File: src/rtl/dip_switch_bank.sv
// dip_switch_bank: synchronises and debounces NUM_BANKS active-low 8-bit switch
// groups as one vector, exposes them as inverted words plus a sticky change flag/IRQ.
module dip_switch_bank #(
   parameter int NUM_BANKS       = 8,
   parameter int DEBOUNCE_CYCLES = 1000,
   parameter int ADDR_W          = 3
) (
   input  logic                   clk,
   input  logic                   reset,
   input  logic [8*NUM_BANKS-1:0] dip_switch,
   input  logic [ADDR_W-1:0]      addr,
   input  logic                   we,
   input  logic [31:0]            wd,
   output logic [31:0]            RD,
   output logic                   irq
);
   localparam int                VEC_W       = 8 * NUM_BANKS;
   localparam int                NUM_WORDS   = (NUM_BANKS + 3) / 4;
   localparam int                PAD_W       = 32 * NUM_WORDS;
   localparam int                CNT_W       = $clog2(DEBOUNCE_CYCLES) + 1;
   localparam logic [ADDR_W-1:0] STATUS_ADDR = ADDR_W'(NUM_WORDS);
   localparam logic [CNT_W-1:0]  CNT_LAST    = CNT_W'(DEBOUNCE_CYCLES - 1);

   logic [VEC_W-1:0] r_s1;
   logic [VEC_W-1:0] r_s2;
   logic [VEC_W-1:0] r_cand;
   logic [VEC_W-1:0] r_stable;
   logic [CNT_W-1:0] r_cnt;
   logic             r_ie;
   logic             r_chg;

   logic             w_pending;
   logic             w_event;
   logic             w_status_wr;
   logic [PAD_W-1:0] w_padded;
   logic             w_unused_wd;

   // A candidate that differs from the accepted value and has held for the full window.
   assign w_pending   = (r_s2 == r_cand) && (r_cand != r_stable);
   assign w_event     = w_pending && (r_cnt == CNT_LAST);
   assign w_status_wr = we && (addr == STATUS_ADDR);
   assign w_unused_wd = ^wd[31:2];

   // NOTE: registers take non-blocking assignments so every flop samples pre-edge values.
   // NOTE: reset is synchronous; all state is individual flops (no memory array), so all of it is cleared.
   always_ff @(posedge clk) begin
      if (reset) begin
         r_s1     <= '1;
         r_s2     <= '1;
         r_cand   <= '1;
         r_stable <= '1;
         r_cnt    <= '0;
      end else begin
         r_s1 <= dip_switch;
         r_s2 <= r_s1;
         if (r_s2 != r_cand) begin
            r_cand <= r_s2;
            r_cnt  <= '0;
         end else if (w_event) begin
            r_stable <= r_cand;
            r_cnt    <= '0;
         end else if (r_cand != r_stable) begin
            r_cnt <= r_cnt + CNT_W'(1);
         end else begin
            r_cnt <= '0;
         end
      end
   end

   always_ff @(posedge clk) begin
      if (reset) begin
         r_ie  <= 1'b0;
         r_chg <= 1'b0;
      end else begin
         if (w_status_wr) begin
            r_ie <= wd[0];
            if (wd[1]) r_chg <= 1'b0;
         end
         // Placed last so a change event beats a same-edge write-one-to-clear.
         if (w_event) r_chg <= 1'b1;
      end
   end

   // Absent banks are padded with "off" (ones) so they read back as zero after inversion.
   always_comb begin
      w_padded              = '1;
      w_padded[VEC_W-1:0]   = r_stable;
   end

   // NOTE: RD gets its default first so every path assigns it and no latch is inferred.
   always_comb begin
      RD = '0;
      if (!reset) begin
         for (int k = 0; k < NUM_WORDS; k++) begin
            if (addr == ADDR_W'(k)) RD = ~w_padded[32*k +: 32];
         end
         if (addr == STATUS_ADDR) RD = {30'd0, r_chg, r_ie};
      end
   end

   assign irq = r_ie & r_chg;

endmodule

File: config.mk
export PLATFORM = sky130hd
export DESIGN_NAME = dip_switch_bank
export DESIGN_NICKNAME = d
export VERILOG_FILES = /design/src/rtl/dip_switch_bank.sv
export SDC_FILE = /design/constraint.sdc
export NUM_CORES = 1
export LEC_CHECK = 0
export CAP_MARGIN = 10
export CORE_MARGIN = 5
export CORE_UTILIZATION = 55
export DETAILED_ROUTE_END_ITERATION = 6
export PLACE_DENSITY = 0.91
export SETUP_SLACK_MARGIN = 0.4
export SLEW_MARGIN = 10
export SYNTH_ARGS = -nofsm -noshare
export SYNTH_HDL_FRONTEND = slang
export SYNTH_SLANG_ARGS = --single-unit
File: constraint.sdc
create_clock -name clk -period 2.7 [get_ports clk]
set_input_delay 0.405 -clock clk [delete_from_list [all_inputs] [get_ports clk]]
set_output_delay 0.405 -clock clk [all_outputs]
set_load 0.1 [all_outputs]
== After elaboration in Yosys (flattened, before gate mapping) ==
Cells that the tools add are included.
Cells by class
  add/subtract/negate cells: 1
  eq/ne operators: 6
  muxes and demuxes: 7
  bitwise operators: 5
  reductions and logical operators: 9
Operators by type and width (number)
  32-bit 2-to-1 mux: 4
  64-bit != test: 2
  64-bit equality test: 1
  32-bit NOT: 2
  11-bit by 1-bit adder with 11-bit output (second input constant): 1
  11-bit by 10-bit equality test with 1-bit output (second input constant): 1
  2-bit AND reduction: 2
  2-bit nonzero test: 2
  4-bit OR reduction: 1
  3-bit by 1-bit equality test with 1-bit output (second input constant): 1
  3-bit by 2-bit equality test with 1-bit output (second input constant): 1
  1-bit logical AND: 3
  3-bit logical NOT: 1
  1-bit 2-to-1 mux: 3
  1-bit NOT: 2
  1-bit AND: 1
Storage, ports and cells
  flip-flop bits (word level): 269
  input bits: 102

== Logic depth before layout (Yosys ltp) ==
Gate-level depths: netlist of run 1.
  word-level depth: 5
  depth in mapped cells: 8
  depth with buffers taken out: 6

== Least setup slack after synthesis of run 1 ==
Ideal clock, no wire load.
  path type: input port to output port
  start point: input port reset
  end point: output port RD[10]
  arrival time: 3.279 ns
  data required time: 2.295 ns
  setup slack: -0.984 ns
  stages: 3
  buffers on the path: 1
  path through: or3_1 -> clkbuf_1 -> a211oi_1
On the way
  cells in the longest elaborated chain, start to end: 1
Ends and longest elaborated chain
  start: declaration: RTL line 9  | input logic reset,
  32-bit 2-to-1 mux: RTL line 93  | if (!reset) begin
  end: declaration: RTL line 14  | output logic [31:0] RD,
No other way between the ends.

== Worst setup path in the final report of run 1 ==
  start point: register r_cand[25]
  end point: register r_stable[32]
On the way
  cells in the longest elaborated chain, start to end: 4
  elaborated cells between the ends (all ways): 7
Ends and longest elaborated chain
  start: declaration: RTL line 26  | logic [VEC_W-1:0] r_cand;
  start signal: assignment: RTL line 57  | r_cand <= r_s2;
  64-bit equality test or 64-bit != test (tied branches): RTL line 39  | assign w_pending = (r_s2 == r_cand) && (r_cand != r_stable);
  1-bit logical AND: RTL line 39
  1-bit logical AND: RTL line 40  | assign w_event = w_pending && (r_cnt == CNT_LAST);
  2-bit AND reduction (no source line) (*)
  end signal: assignment: RTL line 60  | r_stable <= r_cand;
  end: declaration: RTL line 27  | logic [VEC_W-1:0] r_stable;
Every way passes the cells marked *; elsewhere a longest branch is shown, timed or not.
A chain may end at the register's enable or synchronous reset.

==> flow_summary.toml, run 1 <==
[clock_tree]
clk_latency_ns = 0.53
clockRootBuffer = "clkbuf_16"
clock_sinks = 269
clkSlewWorstSetupHoldPaths_ns = 0.06
tritoncts = "done"
h-tree-depth = 1
numCtsBuffers = 26
cts_buffer_depth = 3

[timing]
final-hold-violation-count = 0
slew_violations = 0
max_clock_freq_mhz = 390.9
relSlewSlack_pct = 32.43
worst_pin_slew_ns = 1.014
fin_crit_ns = 2.558
fin_setup_tns_ns = 0
rsz0062_at_grt = "true"
fin_worst_skew_ns = 0.01853
setup_viol = 0
period_share_pct = 94.74

[critical_path]
cp_max_fo = 11
crit_buf_inv = 2
reg2regPathDepth = 8
crit_path_end_kind = "flip-flop"
worst_setup_path_start_kind = "flip-flop"
cpMaxStageDelayCell = "nor4_2"
slowest_delay_ns = 0.42
path_depth = 8
critPathArrivalTime_ns = 2.97
critPathTopFamily = "simple AND/OR/NAND/NOR gates"
criticalPathCategory = "reg -> reg"
cp_cell_sequence = "xnor2_1 > nand4_1 > nor4_2 > nand4_1 > buf_12 > and3_4 > buf_12 > o21ai_0"
reg2reg_setup_slack_ns = 0.14
r2r-end = "r_stable[32]"
worstReg2RegStart = "r_cand[25]"
crit_required_ns = 3.11

[power]
cellLeakagePower_nw = 5.264
powerDensity_nw_per_um2 = 644.5
ir_worst_vdd_uv = 479.1
power_mw = 8.628

[placement]
dp_hpwl_um = 16780
place_congestion = 0.9093
dp_cells = 1290
io_buffer_count = 104

[yosys]
synth_top_area_share_pct = 53.37
synth.largest_area_cell = "dfxtp_1"
synth_area_per_cell_um2 = 9.971
synth_flop_cell = "dfxtp_1"
synthTopCellsByArea = "dfxtp_1 53%, or2_2 12%, xnor2_1 6.0%"
yosys_warnings = 0
yosys.cell_count.top_type = "dfxtp_1"
netlist-cell-type-count = 30
syn-cell-area_um2 = 10090
async_reset_ff_share_pct = 0
synth-edff-count = 0
syn-instance-count = 1012
ys_ff_latch = 269
synth_fp_nets = 1115
seq_area_frac_synth_pct = 53.37
synth_common_cells = "269 x dfxtp_1, 192 x or2_2, 69 x xnor2_1, 68 x xor2_1"

[worst_hold_path]
hold_path_depth = 1
hold-path-endpoint = "r_s2[40]"
hold_path.class = "reg -> reg"
hold_path_startpoint = "r_s1[40]"

[layout]
drive_above_1_share_pct = 33.57
regArea_um2 = 5419
multi_input_area_um2 = 4710
layout.cells.non_filler = 1355
syn2layout_area_growth_pct = 32.66
nets = 1209
utilization_pct = 74.27
fillCellCount = 1114
diodes = 0

[floorplanning]
die_h_um = 145.5
die_w_um = 145.5
std_cell_rows = 49
pin_count = 135
initial_core_util_pct = 55.98
die_area_um2 = 21160
coreArea_um2 = 18020

[drt]
first_pass_iters = 6
drc = 0
postRouteAntennaNets = 0
drtIter0Drc = 863
routed_wl_um = 26990
vias_per_cell = 5.714
num_vias = 7742
wire_per_inst_um = 19.92

[flow_run]
drv_cap = 0

[grt]
first_global_vias = 7315
grt_max_degree = 272
overflow = 0
grt_antenna_before_repair = 0
grt_use_total_pct = 22.60
grt_pass1_wl_um = 39160

[outcome]
status = "finished, final reports clean"
through the flow:
| step | setup slack, ns | hold WS [ns] | area (um2) |
|---|---|---|---|
| 2_1_floorplan | 0.05710 | 0.3895 | 10510 |
| 3_3_place_gp | 0.1438 | 0.3926 | 12030 |
| 3_5_place_dp | 0.07318 | 0.3932 | 12030 |
| 4_1_cts | 0.4030 | 0.4080 | 13030 |
| 5_1_grt | 0.1377 | 0.4190 | 13390 |
| 6_report | 0.1420 | 0.4007 | 13390 |
where the power goes:
part           internal, mW  switching [mW]  total, mW
Combinational         0.328           0.337      0.665
Sequential             4.08          0.0867       4.17
Clock                  2.28            1.51       3.79
layout make-up:
type / instances / area share [%]
Clock inverter: 12 / 1.094
Sequential cell: 269 / 40.48
Timing Repair Buffer: 135 / 13.56
Inverter: 64 / 1.795
Clock buffer: 36 / 5.748
Tap cell: 229 / 2.140
Multi-Input combinational cell: 610 / 35.18
routing by layer:
| layer | global-route usage, % | wire (um) | part of all wire (%) | up-vias |
|---|---|---|---|---|
| li1 | - | - | - | 3572 |
| met1 | 30.88 | 10440 | 39 | 3623 |
| met2 | 34.73 | 12520 | 46 | 446 |
| met3 | 4.983 | 2806 | 10 | 101 |
| met4 | 9.608 | 1225 | 4.5 | 0 |
| met5 | 0 | 0 | 0 | - |
flip-flops by register name (all words and copies together) (netlist names):
signal    count
r_s2         64
r_s1         64
r_chg         1
r_stable     64
r_ie          1
r_cand       64
r_cnt        11
repair_timing:
action                     CTS  global route
setup buffers                1             6
hold endpoints to repair     0             0
pin swaps                    6            11
hold buffers                 0             0
gates cloned                 1             9
gates resized for setup     13            53
setup endpoints to repair  108            77
cells in the final DEF, fill, tap and decap left out, types with 3 or more instances in the layout:
cell,synthesis,routed
a41oi_1,64,64
nor4_1,30,20
clkinv_2,0,5
xor2_2,0,3
clkbuf_1,52,3
and3_1,4,3
buf_4,6,13
inv_1,64,64
nor2_1,34,33
clkdlybuf4s50_1,0,67
nor4_2,1,8
o21ai_1,10,19
clkbuf_8,0,6
nor4_4,0,3
clkbuf_16,0,32
a211oi_4,0,30
xor2_1,68,65
dfxtp_1,269,248
o21ai_0,56,47
dfxtp_2,0,18
xnor2_1,69,67
bufinv_16,0,3
or2_2,192,192
nand4_1,21,21
buf_12,0,37
clkinvlp_4,0,3
nand3_1,6,6
buf_6,0,7
dfxtp_4,0,3
nand2_1,10,9
cell families after synthesis:
family,Yosys count,share of synthesized area (%)
buffers and inverters,134,5.344
and+or+nand+nor,307,17.97
AOI/OAI and AO/OA,164,11.31
DFF,269,53.37
adders and majority gates,1,0.1240
xor gates and xnor gates,137,11.89
worst max-delay path by stage:
stage,from,endpoint,slack (ns)
6_report,r_cand[25],r_stable[32],0.14
5_1_grt,r_stable[4],r_stable[32],0.14
4_1_cts,r_cand[31],r_stable[11],0.40
3_5_place_dp,r_cand[52],r_stable[47],0.07
3_3_place_gp,addr[2],RD[7],0.14
2_1_floorplan,reset,RD[0],0.06
Note: power is estimated with default switching activity, not from simulation.
==> run 2, diff against run 1 <==
--- a/config.mk
+++ b/config.mk
@@ -15,3 +15,4 @@
 export SYNTH_ARGS = -nofsm -noshare
 export SYNTH_HDL_FRONTEND = slang
 export SYNTH_SLANG_ARGS = --single-unit
+export TNS_END_PERCENT = 20
==> run 2 against run 1 <==
  * Sequential power about the same
  * Sequential cell count unchanged
  * First-iteration DRC count increased by 20%
  * Largest power group unchanged
  * The run now ends with DRC, setup timing left
  * Sequential share of layout area decreased by 0.41 points
  * Global-route usage increased by 2.0 points
  * Die area unchanged
==> flow_summary.toml, run 2 (synthesized netlist as in run 1, its figures left out) <==
[clock_tree]
clock_sinks = 269
cts_buffer_depth = 3
tritoncts = "done"
numCtsBuffers = 26
clockRootBuffer = "clkbuf_16"
ctsHoldBuffers = 0
h-tree-depth = 1
clk_latency_ns = 0.52
clkSlewWorstSetupHoldPaths_ns = 0.07

[drt]
first_pass_iters = 7
routed_wl_um = 30010
num_vias = 8255
postRouteAntennaNets = 0
wire_per_inst_um = 22.18
vias_per_cell = 6.101
drc = 1
drtIter0Drc = 1035

[outcome]
violations = "DRC, setup timing"
status = "complete, but fails checks"

[critical_path]
reg2reg_setup_slack_ns = -0.001
r2r-end = "r_stable[11]"
worst_setup_path_start_kind = "flip-flop"
crit_required_ns = 3.07
reg2regPathDepth = 8
critPathArrivalTime_ns = 3.07
cp_max_fo = 7
crit_path_end_kind = "flip-flop"
criticalPathCategory = "reg -> reg"
crit_start = "r_cand[9]"
worstReg2RegStart = "r_cand[9]"

[layout]
fillCellCount = 1089
regArea_um2 = 5395
multi_input_area_um2 = 4702
drive_above_1_share_pct = 31.94
syn2layout_area_growth_pct = 33.42
nets = 1209
final_cell_mix = "263 x dfxtp_1, 192 x or2_2, 69 x xnor2_1"
diodes = 0
mostFrequentLayoutCell = "dfxtp_1"

[flow_run]
drv_cap = 0

[floorplanning]
die_w_um = 145.5
std_cell_rows = 49
die_area_um2 = 21160
die_h_um = 145.5
coreArea_um2 = 18020
pin_count = 135
initial_core_util_pct = 55.98

[timing]
slew_violations = 0
fin_setup_tns_ns = -0.001251
fin_crit_ns = 2.701
max_clock_freq_mhz = 370.2
worst_pin_slew_ns = 1.087
setup_viol = 1
relSlewSlack_pct = 27.56
setup_ws_ns = -0.001251
final-hold-violation-count = 0
rsz0062_at_grt = "true"
fin_worst_skew_ns = 0.01344
period_share_pct = 100.0

[grt]
grt_pass1_wl_um = 42430
grt_antenna_before_repair = 1
overflow = 0
grt_use_total_pct = 24.60
first_global_vias = 7961
grt_max_degree = 272

[power]
p_int_mw = 6.785
p_switching_mw = 1.946
cellLeakagePower_nw = 5.293
seqPwrFrac_pct = 47.7
powerDensity_nw_per_um2 = 648.6
p_sw_share_pct = 22.29
p_clk_share_pct = 44.3
power_mw = 8.732
ir_worst_vdd_uv = 624.5
power.share.combinational_pct = 7.9

[worst_hold_path]
hold-path-endpoint = "r_s2[28]"
hold_path_depth = 1
hold_path_startpoint = "r_s1[28]"
hold_path.class = "reg -> reg"

[placement]
io_buffer_count = 104
place_congestion = 0.9075
dp_hpwl_um = 16790
run 2: cell count changes in the layout (fill, tap and decap cells not counted), moves of 4 or more:
| cell | delta |
|---|---|
| buf_16 | +4 |
| dfxtp_1 | +15 |
| o21ai_0 | -6 |
| o21ai_1 | +5 |
| dfxtp_2 | -13 |
run 2: per-layer routing:
metal	global-route usage (%)	routed length, um	part of all wire, %	vias to the layer above
li1	-	-	-	3578
met1	29.70	10430	35	3857
met2	40.96	14070	47	638
met3	5.450	3319	11	182
met4	13.25	2193	7.3	0
met5	0	0	0	-
run 2: area by class of cell:
| class | count | area share (%) |
|---|---|---|
| Inverter | 64 | 1.784 |
| Sequential cell | 269 | 40.07 |
| Multi-Input combinational cell | 609 | 34.93 |
| Clock buffer | 37 | 5.744 |
| Timing Repair Buffer | 136 | 14.22 |
| Tap cell | 229 | 2.128 |
| Clock inverter | 9 | 1.125 |
run 2: what timing repair did:
item,in CTS,in global routing
gates cloned,3,8
endpoints found under the setup margin,104,77
gates resized for setup,16,39
pin swaps,11,5
setup buffers,3,3
run 2: power by group through the flow:
stage	logic [mW]	clock network, mW	registers (mW)
2_1_floorplan	0.399	0	4.22
3_3_place_gp	0.621	0	4.24
3_5_place_dp	0.635	0	4.25
4_1_cts	0.664	3.88	4.16
5_1_grt	0.730	4.06	4.18
6_report	0.692	3.87	4.17
run 2: worst max path at each step:
stage                        end  slack [ns]  cells past startpoint
detailed placement         RD[9]        0.12                      5
finish              r_stable[11]      -0.001                      8
global placement          RD[31]        0.17                      5
CTS                  r_stable[7]        0.38                      8
global route        r_stable[53]       -0.04                      8
floorplan                  RD[0]        0.06                      4
run 2: critical path, stage by stage, from the launching register on:
cell	delay, ns
dfxtp_1	0.35
xor2_1	0.18
nor4_1	0.41
nand4_1	0.44
nor4_4	0.44
and3_4	0.29
buf_12	0.14
clkbuf_16	0.17
o21ai_0	0.12
run 2: per-stage QoR:
| stage | setup slack [ns] | util, % | cell area [um2] | instances | hold slack [ns] |
|---|---|---|---|---|---|
| finish | -0.001251 | 74.69 | 13460 | 1353 | 0.4031 |
| global route | -0.04340 | 74.69 | 13460 | 1353 | 0.4138 |
| CTS | 0.3829 | 72.86 | 13130 | 1342 | 0.4043 |
| detailed placement | 0.1198 | 66.79 | 12040 | 1290 | 0.3923 |
| global placement | 0.1671 | 66.79 | 12040 | 1290 | 0.3941 |
| floorplan | 0.05710 | - | 10480 | 1012 | 0.3895 |
==> run 3, diff against run 2 <==
--- a/config.mk
+++ b/config.mk
@@ -6,10 +6,10 @@
 export NUM_CORES = 1
 export LEC_CHECK = 0
 export CAP_MARGIN = 10
-export CORE_MARGIN = 5
-export CORE_UTILIZATION = 55
+export CORE_MARGIN = 2
+export CORE_UTILIZATION = 37
 export DETAILED_ROUTE_END_ITERATION = 6
-export PLACE_DENSITY = 0.91
+export PLACE_DENSITY = 0.68
 export SETUP_SLACK_MARGIN = 0.4
 export SLEW_MARGIN = 10
 export SYNTH_ARGS = -nofsm -noshare
==> run 3 against run 2 <==
  * The run now ends clean
  * Clock-buffer cell count shrank 3
  * First-iteration DRC count fell by 32%
  * Worst setup slack improved by 0.31 ns
  * Power rose by 4.8%
  * Routed wire length shrank 9.0%
  * Critical endpoint is now r_stable[46]
  * Largest cell class unchanged
==> flow_summary.toml, run 3 (synthesized netlist as in run 1, its figures left out) <==
[outcome]
status = "finished, final reports clean"

[placement]
dp_hpwl_um = 17250
placed_area_um2 = 12210
io_buffer_count = 104
place_congestion = 0.8812

[grt]
overflow = 0
grt_antenna_before_repair = 0
grt_pass1_wl_um = 39960
first_global_vias = 7195
use_met3_pct = 3.335
grt_max_degree = 272
busiest_layer = "met2"
grt.met1_usage_pct = 24.36
grt_use_total_pct = 17.77
grt_util_met2_pct = 28.20

[critical_path]
cp_max_fo = 7
crit_required_ns = 3.10
crit_path_end_kind = "flip-flop"
criticalPathCategory = "reg -> reg"
critPathArrivalTime_ns = 2.79
worst_setup_path_start_kind = "flip-flop"

[clock_tree]
clock_sinks = 269
clk_latency_ns = 0.54
h-tree-depth = 1
clockRootBuffer = "clkbuf_16"
clkSlewWorstSetupHoldPaths_ns = 0.06
tritoncts = "done"
ctsHoldBuffers = 0
numCtsBuffers = 28
cts_buffer_depth = 3

[layout]
final_cell_mix = "253 x dfxtp_1, 192 x or2_2, 67 x clkdlybuf4s50_1"
fillCellCount = 2367
diodes = 0
nets = 1221
syn2layout_area_growth_pct = 38.09
mostFrequentLayoutCell = "dfxtp_1"
fin_area_um2 = 13930
drive_above_1_share_pct = 35.29

[power]
ir_worst_vdd_uv = 435.0
powerDensity_nw_per_um2 = 656.4
cellLeakagePower_nw = 5.408

[timing]
fin_setup_tns_ns = 0
period_share_pct = 88.48
holdWs_ns = 0.4068
fin_worst_skew_ns = 0.02313
final-hold-violation-count = 0
worst_pin_slew_ns = 1.051
fin_crit_ns = 2.389
slew_violations = 0
setup_viol = 0
max_clock_freq_mhz = 418.6
relSlewSlack_pct = 29.90
rsz0062_at_grt = "true"

[floorplanning]
coreArea_um2 = 26880
die_area_um2 = 28610
initial_core_util_pct = 37.55
die_h_um = 169.1
pin_count = 135
die_w_um = 169.1
std_cell_rows = 60

[drt]
wire_per_inst_um = 18.44
postRouteAntennaNets = 0
drc = 0
routed_wl_um = 27300
drtIter0Drc = 702
num_vias = 7628
vias_per_cell = 5.154
first_pass_iters = 6

[worst_hold_path]
hold_path.class = "reg -> reg"

[flow_run]
drv_cap = 0
## run 3: repair_timing
action	CTS	global route
resized for setup	30	80
setup endpoints to repair	108	77
buffers inserted	4	2
pin swaps	16	17
cloned	4	8
## run 3: per-stage QoR
stage	worst slack, ns	utilization [%]	std cells	power, mW
2_1_floorplan	0.05710	-	1012	4.617
3_3_place_gp	0.1455	45.43	1411	4.879
3_5_place_dp	0.1191	45.43	1411	4.886
4_1_cts	0.3736	50.18	1470	9.186
5_1_grt	0.2642	51.85	1480	9.447
6_report	0.3111	51.85	1480	9.147
## run 3: final timing paths
check                  start           end  slack (ns)  depth (start not counted)
setup / recovery  r_cand[50]  r_stable[46]        0.31                          8
hold / removal       r_s1[6]       r_s2[6]        0.41                          1
setup reg to reg  r_cand[50]  r_stable[46]        0.31                          8
hold reg to reg      r_s1[6]       r_s2[6]        0.41                          1
## run 3: layout make-up
| cell class | instances | area, um2 | share of cell area [%] |
|---|---|---|---|
| well taps | 341 | 426.7 | 3.062 |
| flip-flops and latches | 269 | 5408 | 38.81 |
| clock buffers | 34 | 764.5 | 5.486 |
| multi-input cells | 610 | 4845 | 34.77 |
| clock inverters | 17 | 281.5 | 2.020 |
| repair buffers | 145 | 1969 | 14.13 |
| inverters | 64 | 240.2 | 1.724 |
## run 3: per-layer routing
metal | up-vias | wire, um
met5 | - | 0
met4 | 0 | 964
met3 | 75 | 2020
met2 | 325 | 12350
met1 | 3614 | 11960
li1 | 3614 | -
## run 3: worst max-delay path, cell delays in order, from the launching register on
cell       delay [ns]
dfxtp_1          0.35
xor2_1           0.20
nor4_2           0.36
nand4_1          0.27
nor4_4           0.34
buf_6            0.17
and3_4           0.29
clkbuf_16        0.18
o21ai_1          0.07
## run 3: report_power, final
group          leakage (nW)  internal [mW]  switching (mW)
combinational          2.71          0.343           0.355
clock                 0.499           2.69            1.60
sequential             2.20           4.08          0.0793
